===== config.mk =====
export PLATFORM = sky130hd
export DESIGN_NAME = stage_sequencer
export DESIGN_NICKNAME = d
export VERILOG_FILES = /design/src/rtl/stage_sequencer.sv
export SDC_FILE = /design/constraint.sdc
export NUM_CORES = 1
export LEC_CHECK = 0
export ABC_CLOCK_PERIOD_IN_PS = 9300
export CAP_MARGIN = 20
export CORE_MARGIN = 2
export CORE_UTILIZATION = 35
export DETAILED_ROUTE_END_ITERATION = 8
export PLACE_DENSITY = 0.61
export SETUP_SLACK_MARGIN = 0.02
export SLEW_MARGIN = 20
export SYNTH_ARGS = -nofsm -noshare
export SYNTH_HDL_FRONTEND = slang
export SYNTH_SLANG_ARGS = --single-unit

===== constraint.sdc =====
create_clock -name clk -period 9.3 [get_ports clk]
set_input_delay 2.79 -clock clk [delete_from_list [all_inputs] [get_ports clk]]
set_output_delay 2.79 -clock clk [all_outputs]
set_load 0.02 [all_outputs]

===== src/rtl/stage_sequencer.sv =====
// stage_sequencer: sequences one instruction through up to NUM_STAGES stages.
// Stages may be skipped through a per-instruction skip mask and held with stall.
// The mask is sampled while STG(0) is active.
//
// Ports
//   clk          single clock; all state changes on its rising edge
//   rst          asynchronous active-low reset
//   run          free-running: start a new instruction after every completed one
//   step         single-cycle pulse: start exactly one instruction from idle
//   halt         block the next start; never aborts an instruction in flight
//   stall        hold the current stage (strobe stays asserted)
//   skip_mask    per-stage skip request, bit 0 ignored
//   stage_oh     one-hot strobe of the active stage, zero when idle
//   stage_idx    index of the active stage, zero when idle
//   busy         high while any stage is active
//   instr_done   high on the final cycle of an instruction
//   instr_count  retired-instruction counter (wraps)
module stage_sequencer #(
  parameter int unsigned NUM_STAGES = 5,
  parameter int unsigned CNT_W      = 32
) (
  input  logic                  clk,
  input  logic                  rst,
  input  logic                  run,
  input  logic                  step,
  input  logic                  halt,
  input  logic                  stall,
  input  logic [NUM_STAGES-1:0] skip_mask,
  output logic [NUM_STAGES-1:0] stage_oh,
  output logic [2:0]            stage_idx,
  output logic                  busy,
  output logic                  instr_done,
  output logic [CNT_W-1:0]      instr_count
);

  // Encoding: 0 is idle, k+1 is STG(k). Anything above ST_LAST is illegal.
  localparam logic [3:0] ST_IDLE = 4'd0;
  localparam logic [3:0] ST_STG0 = 4'd1;
  localparam logic [3:0] ST_LAST = 4'(NUM_STAGES);

  logic [3:0]            state_q, state_d;
  logic [NUM_STAGES-1:0] skip_q, skip_d;
  logic [CNT_W-1:0]      count_q, count_d;

  logic                  in_stage;
  logic [2:0]            cur;
  logic [NUM_STAGES-1:0] eff_skip;
  logic                  found;
  logic [2:0]            nxt;

  // Moore decode of the state register
  always_comb begin
    in_stage = (state_q >= ST_STG0) && (state_q <= ST_LAST);
    cur      = in_stage ? 3'(state_q - ST_STG0) : 3'd0;
  end

  assign busy      = in_stage;
  assign stage_idx = cur;
  assign stage_oh  = in_stage ? (NUM_STAGES'(1) << cur) : '0;

  // STG(0) steers by the live mask because skip_q is only loaded when leaving it.
  always_comb begin
    if (cur == 3'd0) begin
      eff_skip    = skip_mask;
      eff_skip[0] = 1'b0;
    end else begin
      eff_skip = skip_q;
    end
  end

  // Smallest non-skipped stage above the current one; scanning downwards
  // leaves the lowest match in nxt.
  always_comb begin
    found = 1'b0;
    nxt   = 3'd0;
    for (int j = NUM_STAGES - 1; j >= 1; j--) begin
      if ((j > int'(cur)) && !eff_skip[j]) begin
        found = 1'b1;
        nxt   = 3'(j);
      end
    end
  end

  assign instr_done = in_stage && !stall && !found;

  always_comb begin
    state_d = state_q;
    skip_d  = skip_q;
    count_d = count_q;
    if (!in_stage) begin
      // Idle, or an illegal encoding that falls back to idle
      state_d = ST_IDLE;
      if ((state_q == ST_IDLE) && (run || step) && !halt) begin
        state_d = ST_STG0;
      end
    end else if (!stall) begin
      if (cur == 3'd0) begin
        skip_d = eff_skip;
      end
      if (found) begin
        state_d = 4'(nxt) + ST_STG0;
      end else if (run && !halt) begin
        state_d = ST_STG0;
      end else begin
        state_d = ST_IDLE;
      end
    end
    if (instr_done) begin
      count_d = count_q + CNT_W'(1);
    end
  end

  always_ff @(posedge clk or negedge rst) begin
    if (!rst) begin
      state_q <= ST_IDLE;
      skip_q  <= '0;
      count_q <= '0;
    end else begin
      state_q <= state_d;
      skip_q  <= skip_d;
      count_q <= count_d;
    end
  end

  assign instr_count = count_q;

endmodule


==> impl_metrics.ini <==
[finish]
finalInstanceArea_mm2 = 0.00286
final_common_cell = clkdlybuf4s50_1
num_antenna_cells = 0
final_cell_mix = 50 x clkdlybuf4s50_1, 39 x dfrtp_1, 20 x xor2_1
drive_gt1_share_pct = 16.1
areaGrowthSynthToFinish_pct = 28.7
final_nets = 281

[route]
vias = 1715
wl_met1_um = 2410
vias_per_cell = 4.99
wl_um = 4830
maxUsedRoutingLayer = met4
post_drt_wl_per_cell_um = 14.0
drtIter0Drc = 70
dr.pass1.iters = 4
met3_length_um = 240
wl_met2_um = 2120
drc = 0
detail-route-antenna-nets = 0

[yosys]
synth_largest_area_cell = dfrtp_1
synth_area_leaders = dfrtp_1 44%, xor2_1 7.9%, nor3_2 5.9%
synth_area_mm2 = 0.00222
synth-main-ff-cell = dfrtp_1
syn_nets = 230
synth_top_area_share_pct = 43.9
ys_ff_latch = 39
synthCells = 215
synthDistinctLibCells = 43
async_flop_share_pct = 100
avgSynthCellArea_um2 = 10.3
yosys_warnings = 0
synth-edff-count = 0
seq_area_frac_synth_pct = 43.9

[clock_network]
clock_latency_ps = 290
htreeDepth = 2
clkSlewWorstSetupHoldPaths_ps = 80
numCtsBuffers = 5
cts_tree = built
root_buffer = clkbuf_8
cts_setup_buffers = 0
clock-sinks = 39
holdBufCountCts = 0
cts_resized = 0
clockBufferDepth = 2

[grt]
first_global_vias = 1745
antenna_found_initial = 0
grt_first_pass_wirelength_um = 8440
grt_usage_pct = 14.9
grt_max_degree = 40
gr-total-overflow = 0

[sta]
skew_ps = 7.08
rsz0062_at_grt = false
period_share_pct = 83.9
max_freq_ghz = 0.128
hold_ws_ps = 487
finalSetupTns_ps = 0
tightest_slew_ps = 869
maxSlewViolCount = 0
finalHoldViolCount = 0
slew-limit-headroom_pct = 42.1
layout_min_cycle_time_ps = 7800
setup_viol = 0

[worst_setup_path]
arrival_ps = 5010
crit_path_max_fanout = 13
r2r_cells = 9
cp.required_ps = 6510
rrSetupSlack_ps = 6190
r2r_end = instr_count[23]$_DFFE_PN0P_
reg2reg_from = state_q[0]$_DFFE_PN0P_
cp-end-kind = output port
cp-start-kind = input port
critPathKind = in -> out

[min_path]
hold_path_class = reg -> reg
min_to = instr_count[12]$_DFFE_PN0P_
min_from = instr_count[12]$_DFFE_PN0P_
hold_depth = 1

[placed_design]
dp_hpwl_um = 3530
gp_congestion = 0.764
port_buffers = 51
dpl-instance-area_mm2 = 0.00278

[pwr]
peakVddDrop_v = 0.0000897
p_leak_nw = 1.23
powerDensity_mw_per_mm2 = 156

[die]
dieWidth_um = 83.7
start_util_pct = 35.6
die_area_mm2 = 0.00701
fp-row-count = 29
io_pins = 53
core_area_mm2 = 0.00624
die_h_um = 83.7

[flow_run]
maxCapViolCount = 0

[status]
status = finished clean
-- metal layers --
metal | up-vias | global-route usage, %
met1 | 824 | 20.9
li1 | 839 | -
met4 | 0 | 4.40
met5 | - | 0
met3 | 6 | 3.76
met2 | 46 | 22.7
-- area by class of cell --
type | count | area, um2
fillers | 629 | 3380
multi-input cells | 159 | 1160
flip-flops and latches | 39 | 976
repair buffers | 52 | 513
well taps | 77 | 96.3
clock buffers | 6 | 72.6
inverters | 9 | 33.8
clock inverters | 2 | 12.5
-- synthesized netlist by cell type, types with 2 or more instances --
cell      count
o21ai_1       3
nor2_1       17
ha_1          4
a21o_1        2
nor4_1        2
nor4_2        3
nand2_1      17
and4_1        3
inv_2         2
nor3_2       13
o21ai_0       3
buf_6         3
clkbuf_1      3
xor2_1       20
nor2_4        2
nand2b_1      2
o21bai_2      2
o21ai_2       3
a21oi_1       4
nand3_1      11
mux2_2        3
nand4_1       5
and3_1        4
inv_1         7
xnor2_1      13
dfrtp_1      39
or2_2         2
nor2b_1       3
nor3_1        6
-- worst max-delay path by stage --
stage / startpoint / slack [ps] / cells past startpoint / to
floorplan: stall / 2860 / 7 / instr_done
global placement: stall / 1510 / 8 / instr_done
detailed placement: stall / 1510 / 8 / instr_done
CTS: stall / 1500 / 8 / instr_done
global route: stall / 1350 / 8 / instr_done
finish: stall / 1500 / 8 / instr_done
-- worst max-delay path, cell delays in order --
cell,delay (ps)
clkdlybuf4s50_1,500
nor2_1,150
o21ai_2,90
o21bai_2,230
nor2_4,160
nand3_4,210
inv_2,240
clkdlybuf4s50_1,640
-- stage by stage --
stage,total power [mW],utilization [%],instances,worst slack (ps)
after floorplan,0.293,-,215,2860
after global placement,0.337,44.5,336,1510
after detailed placement,0.338,44.5,336,1510
after CTS,0.453,45.9,344,1500
after global routing,0.474,45.9,344,1350
final,0.448,45.9,344,1500
-- registers in the layout, indices dropped and copies added, names as in the netlist --
signal	flops
instr_count	32
skip_q	3
state_q	4
-- cell families (layout without fill, tap and decap cells) --
family | after synthesis | in the layout | synth area share (%)
adders and majority gates | 4 | 4 | 2.25
AOI/OAI and AO/OA | 21 | 21 | 7.20
buffers and inverters | 17 | 69 | 4.05
DFF | 39 | 39 | 43.9
other | 1 | 1 | 0.169
xor gates and xnor gates | 33 | 33 | 13.0
muxes | 5 | 5 | 2.59
and+or+nand+nor | 95 | 95 | 26.8
-- power by group --
group / switching (mW) / total (mW) / internal, mW
sequential: 0.0139 / 0.196 / 0.182
clock: 0.0603 / 0.113 / 0.0524
combinational: 0.0781 / 0.139 / 0.0608
total: 0.152 / 0.448 / 0.295
(Power assumes the default switching activity.)
